[src/rtl/div_pkg.sv]
// div_pkg: shared definitions for the execute-stage divider front end.
//   - Micro-op encodings for DIV/MOD/DIVU/MODU.
//   - Controller state enum.
//   - Helpers that decode the op into "wants remainder" and "signed mode".
package div_pkg;

  localparam logic [1:0] OP_DIV  = 2'b00;
  localparam logic [1:0] OP_MOD  = 2'b01;
  localparam logic [1:0] OP_DIVU = 2'b10;
  localparam logic [1:0] OP_MODU = 2'b11;

  typedef enum logic [2:0] {
    ST_IDLE  = 3'd0,
    ST_ISSUE = 3'd1,
    ST_WAIT  = 3'd2,
    ST_HOLD  = 3'd3,
    ST_DRAIN = 3'd4
  } div_state_e;

  // True when the op returns the remainder rather than the quotient.
  function automatic logic op_is_rem(input logic [1:0] op);
    return (op == OP_MOD) || (op == OP_MODU);
  endfunction

  // True when the divider must run in signed mode.
  function automatic logic op_is_signed(input logic [1:0] op);
    return (op == OP_DIV) || (op == OP_MOD);
  endfunction

endpackage

[src/rtl/div_issue_ctrl_chk.sv]
// div_issue_ctrl_chk: protocol checker for the divider launch interface.
//   clk, reset : clock and synchronous active-high reset
//   div_start  : launch pulse driven toward the divider
//   div_busy   : divider iterating
module div_issue_ctrl_chk (
  input logic clk,
  input logic reset,
  input logic div_start,
  input logic div_busy
);

  // Launching into a busy divider would corrupt the division in progress.
  a_no_start_while_busy: assert property (
    @(posedge clk) disable iff (reset) !(div_start && div_busy)
  );

endmodule

[src/rtl/div_issue_ctrl.sv]
// div_issue_ctrl: execute-stage front end for the iterative divider.
//   Issue side  : in_valid/in_ready handshake with in_op, in_src1, in_src2, in_tag.
//   Flush       : flush kills queued, in-flight and held work.
//   Writeback   : out_valid/out_ready with out_result, out_tag, out_dbz.
//   Divider side: div_start pulse, div_signed, div_dividend, div_divisor out;
//                 div_busy, div_done, div_dbz, div_quotient, div_remainder in.
// The divider cannot be aborted, so a flush during WAIT parks in DRAIN until the
// divider's done pulse and throws that result away.
module div_issue_ctrl
  import div_pkg::*;
#(
  parameter int XLEN  = 32,
  parameter int TAG_W = 5
) (
  input  logic             clk,
  input  logic             reset,
  input  logic             in_valid,
  output logic             in_ready,
  input  logic [1:0]       in_op,
  input  logic [XLEN-1:0]  in_src1,
  input  logic [XLEN-1:0]  in_src2,
  input  logic [TAG_W-1:0] in_tag,
  input  logic             flush,
  output logic             out_valid,
  input  logic             out_ready,
  output logic [XLEN-1:0]  out_result,
  output logic [TAG_W-1:0] out_tag,
  output logic             out_dbz,
  output logic             div_start,
  output logic             div_signed,
  output logic [XLEN-1:0]  div_dividend,
  output logic [XLEN-1:0]  div_divisor,
  input  logic             div_busy,
  input  logic             div_done,
  input  logic             div_dbz,
  input  logic [XLEN-1:0]  div_quotient,
  input  logic [XLEN-1:0]  div_remainder
);

  div_state_e       state_r;
  div_state_e       state_nxt_s;
  logic [1:0]       op_r;
  logic [XLEN-1:0]  src1_r;
  logic [XLEN-1:0]  src2_r;
  logic [TAG_W-1:0] tag_r;
  logic [XLEN-1:0]  result_r;
  logic [TAG_W-1:0] out_tag_r;
  logic             dbz_r;
  logic             out_valid_r;
  logic             in_ready_s;
  logic             div_start_s;
  logic             accept_s;
  logic             capture_s;

  assign accept_s  = in_valid & in_ready_s;
  // A done pulse that coincides with flush is discarded, never captured.
  assign capture_s = (state_r == ST_WAIT) & div_done & ~flush;

  // State register.
  always_ff @(posedge clk) begin
    if (reset) begin
      state_r <= ST_IDLE;
    end else begin
      state_r <= state_nxt_s;
    end
  end

  // Next-state logic; flush outranks every other event in the same cycle.
  always_comb begin
    state_nxt_s = state_r;
    case (state_r)
      ST_IDLE: begin
        if (accept_s) state_nxt_s = ST_ISSUE;
        else          state_nxt_s = ST_IDLE;
      end
      ST_ISSUE: begin
        if (flush) state_nxt_s = ST_IDLE;
        else       state_nxt_s = ST_WAIT;
      end
      ST_WAIT: begin
        if (flush)         state_nxt_s = div_done ? ST_IDLE : ST_DRAIN;
        else if (div_done) state_nxt_s = ST_HOLD;
        else               state_nxt_s = ST_WAIT;
      end
      ST_HOLD: begin
        if (flush)          state_nxt_s = ST_IDLE;
        else if (out_ready) state_nxt_s = accept_s ? ST_ISSUE : ST_IDLE;
        else                state_nxt_s = ST_HOLD;
      end
      ST_DRAIN: begin
        if (div_done) state_nxt_s = ST_IDLE;
        else          state_nxt_s = ST_DRAIN;
      end
      default: state_nxt_s = ST_IDLE;
    endcase
  end

  // Handshake and launch outputs decoded from the current state.
  always_comb begin
    in_ready_s  = 1'b0;
    div_start_s = 1'b0;
    case (state_r)
      ST_IDLE:  in_ready_s  = ~flush;
      ST_ISSUE: div_start_s = ~flush;
      // Back-to-back issue only when the held result leaves this same cycle.
      ST_HOLD:  in_ready_s  = out_ready & ~flush;
      default: begin
        in_ready_s  = 1'b0;
        div_start_s = 1'b0;
      end
    endcase
  end

  // Operand latch; stays stable from ISSUE through WAIT.
  always_ff @(posedge clk) begin
    if (reset) begin
      op_r   <= 2'b00;
      src1_r <= {XLEN{1'b0}};
      src2_r <= {XLEN{1'b0}};
      tag_r  <= {TAG_W{1'b0}};
    end else if (accept_s) begin
      op_r   <= in_op;
      src1_r <= in_src1;
      src2_r <= in_src2;
      tag_r  <= in_tag;
    end else begin
      op_r   <= op_r;
      src1_r <= src1_r;
      src2_r <= src2_r;
      tag_r  <= tag_r;
    end
  end

  // Result capture on done and registered valid toward writeback.
  always_ff @(posedge clk) begin
    if (reset) begin
      out_valid_r <= 1'b0;
      result_r    <= {XLEN{1'b0}};
      out_tag_r   <= {TAG_W{1'b0}};
      dbz_r       <= 1'b0;
    end else begin
      out_valid_r <= (state_nxt_s == ST_HOLD);
      if (capture_s) begin
        result_r  <= op_is_rem(op_r) ? div_remainder : div_quotient;
        out_tag_r <= tag_r;
        dbz_r     <= div_dbz;
      end else begin
        result_r  <= result_r;
        out_tag_r <= out_tag_r;
        dbz_r     <= dbz_r;
      end
    end
  end

  assign in_ready     = in_ready_s;
  assign out_valid    = out_valid_r;
  assign out_result   = result_r;
  assign out_tag      = out_tag_r;
  assign out_dbz      = dbz_r;
  assign div_start    = div_start_s;
  assign div_signed   = op_is_signed(op_r);
  assign div_dividend = src1_r;
  assign div_divisor  = src2_r;

  div_issue_ctrl_chk u_chk (
    .clk       (clk),
    .reset     (reset),
    .div_start (div_start_s),
    .div_busy  (div_busy)
  );

endmodule

[config.mk]
export PLATFORM = sky130hd
export DESIGN_NAME = div_issue_ctrl
export DESIGN_NICKNAME = d
export VERILOG_FILES = /design/src/rtl/div_pkg.sv /design/src/rtl/div_issue_ctrl_chk.sv /design/src/rtl/div_issue_ctrl.sv
export SDC_FILE = /design/constraint.sdc
export NUM_CORES = 1
export LEC_CHECK = 0
export CAP_MARGIN = 10
export CORE_AREA = 2 2 121 123
export DETAILED_ROUTE_END_ITERATION = 12
export DIE_AREA = 0 0 123 125
export GPL_ROUTABILITY_DRIVEN = 0
export PLACE_DENSITY = 0.85
export SYNTH_ARGS = -nofsm -noshare
export SYNTH_HDL_FRONTEND = slang
export SYNTH_HIERARCHICAL = 1
export SYNTH_SLANG_ARGS = --single-unit
[constraint.sdc]
create_clock -name clk -period 1.3 [get_ports clk]
set_input_delay 0.26 -clock clk [delete_from_list [all_inputs] [get_ports clk]]
set_output_delay 0.26 -clock clk [all_outputs]
set_load 0.1 [all_outputs]
==> impl_results.md <==
* Largest net degree at the start of global routing at 66
* Worst-Skew Late Latency at 410 ps
* Fin worst setup slack at -424 ps
* Critical path class: reg2out
* Post-route setup TNS at -17420 ps
* Slew Limit Fails at 0
* Drt first pass iters at 4
* Final Skew at 5.99 ps
* Clk sinks at 113
* Fin. Hold Viols at 0
* Remaining Overflow, GRT at 0
* Status: finished, violations left
* Post-synthesis cell area at 5110 sq um
* Share of cells above drive strength 1 at 35.1%
* CP required at 1040 ps
* Count leader, synth: nand2b_1
* Failing checks: setup timing
* First-pass GRT wire length at 25.1 mm
* IO Port Bufs at 247
* Area Growth Syn to Fin at 103%
* Initial antenna violation count at 0
* Gate Count Post-Synth at 508
* Nets at 930
* Largest cells by area after synthesis: dfxtp_1 (44%), mux2i_1 (20%), nand2b_1 (18%)
* CP Capture Type: primary output
* Worst hold slack at 336 ps
* LEAKAGE at 0.00385 uW
* Initial core utilization at 35.9%
* H-tree depth at 4
* Worst Reg-to-Reg Cells at 6
* Data arrival time of the critical path at 1460 ps
* Starting DRT DRC Count at 193
* Clock slew at the register clock pins of the worst setup and hold paths at 60 ps
* Row Count at 44
* Worst IR Drop VDD at 839 uV
* Pwr/cell area at 1020 nW/um^2
* Seq cells post-synth at 113
* I/O pins at 249
* Overall die width at 123 microns
* CTS Buf Count at 17
* Synth async-reset ratio at 0%
* Post-route ant nets at 0
* Crit path launch type: register
* EDFF count, synth at 0
* Vias in the first global route at 4816
* Wire length per cell at 16.7 microns
* Fin crit period at 1720 ps
* HPWL Detailed at 10.8 mm
* Max cap viols at 0
* Vias/cell at 4.80
* Syn Area/Cell at 10.1 sq um
* Fin crit share at 133%
* Share of the synthesized area in the top cell type at 44.3%
* # diodes at 0
* Yosys top cell by area: dfxtp_1
* Die ar. at 15400 sq um
* Die Y at 125 microns
* RSZ-0062 raised after global routing: yes
* Final setup violation count at 113
* CTS Root Cell: clkbuf_16
* Fmax at 580 MHz
* Most used DFF post-synth: dfxtp_1
* Hold path cells at 3
* Number of fill cells in the layout at 894
* Final wirelength at 16.5 mm
* Register area share after synthesis at 44.3%
* DRC Markers at 0
* GRT Total Usage at 21.2%
* Syn nets at 651
* Yosys Warn Count at 6
* Post-synth top cells: nand2b_1 (144), dfxtp_1 (113), mux2i_1 (103)
* Rel. slew slack at 76.7%
* Hold crit path type: in2reg
* Maximum buffer depth of the clock tree at 2
* Core area at 14200 sq um
* CTS tree: built
* Vias at 4724
* Hold_buf cts at 0
* Post-synthesis cell type count at 28
* Measured slew at the worst slew-check pin at 339 ps
* Crit-path max FO at 4
## area by class of cell
class | instances | area (sq um) | area share [%]
Multi-Input combinational cell | 349 | 2930 | 28.3
Sequential cell | 113 | 2300 | 22.1
Clock inverter | 6 | 30.0 | 0.289
Tap cell | 184 | 230 | 2.22
Clock buffer | 26 | 499 | 4.81
Inverter | 2 | 7.51 | 0.0724
Timing Repair Buffer | 304 | 4380 | 42.2
## critical path: stages, from the launching register on
cell     delay [ps]
dfxtp_4         360
and3_4          180
or2_4           220
and2_4          140
buf_12          160
## per-layer routing
metal  wire, microns  vias to the layer above  share of wire [%]  GRT usage, %
li1                -                     2309                  -             -
met1            6320                     2196                 38          22.7
met2            8350                      191                 51          36.9
met3            1450                       28                8.8          8.12
met4             362                        0                2.2          8.82
met5               0                        -                  0             0
## kinds of logic after synthesis
family | share of synthesized area (%)
AO/OA/AOI/OAI | 9.80
buffers and inverters | 5.29
flip-flops | 44.3
multiplexers | 20.2
AND/OR/NAND/NOR | 20.4
## stage by stage
stage / cell area [sq um] / std cells / util (%) / setup slack, ps / power (uW)
after floorplan: 5150 / 508 / - / -408 / 5130
after global placement: 9000 / 927 / 63.4 / -468 / 6260
after detailed placement: 9000 / 927 / 63.4 / -493 / 6290
after CTS: 10100 / 984 / 71.4 / -448 / 10600
after global routing: 10400 / 984 / 73.1 / -465 / 11000
final: 10400 / 984 / 73.1 / -424 / 10600
## sequential cells by signal (all words and copies together) (netlist names)
signal / flops
div_dividend: 32
out_dbz: 1
div_divisor: 32
out_tag: 5
out_result: 32
state_r: 3
tag_r: 5
op_r: 2
out_valid: 1
## placed cells by master (no fill, tap or decap), types with 17 or more instances in the layout
master | netlist | routed
buf_4 | 3 | 23
dfxtp_2 | 0 | 24
a21oi_2 | 0 | 18
clkdlybuf4s50_1 | 0 | 139
dfxtp_1 | 113 | 88
a211oi_2 | 0 | 19
mux2i_1 | 103 | 100
buf_12 | 0 | 119
clkbuf_16 | 0 | 17
nand2b_1 | 144 | 144
## path summary, 6_finish.rpt
check	start	end	slack (ps)
max	state_r[1]$_SDFF_PP0_	in_ready	-420
min	reset	div_divisor[26]$_SDFFE_PP0P_	340
max reg2reg	state_r[1]$_SDFF_PP0_	div_dividend[14]$_SDFFE_PP0P_	-280
min reg2reg	tag_r[3]$_SDFFE_PP0P_	out_tag[3]$_SDFFE_PP0P_	460
## where the power goes
part,internal [uW],total (uW),leakage (uW),switching (uW)
logic,1260,2680,0.00265,1410
registers,3600,3740,0.000931,138
clock network,2620,4190,0.000268,1580
## timing repair
item / 4_1_cts / 5_1_grt
setup buffers: 14 / 5
pin swaps: 28 / 22
gates resized for setup: 54 / 73
cloned: 12 / 0
setup endpoints to repair: 110 / 121
endpoints found under the hold margin: 0 / 0
Note: power is estimated with default switching activity, not from simulation.
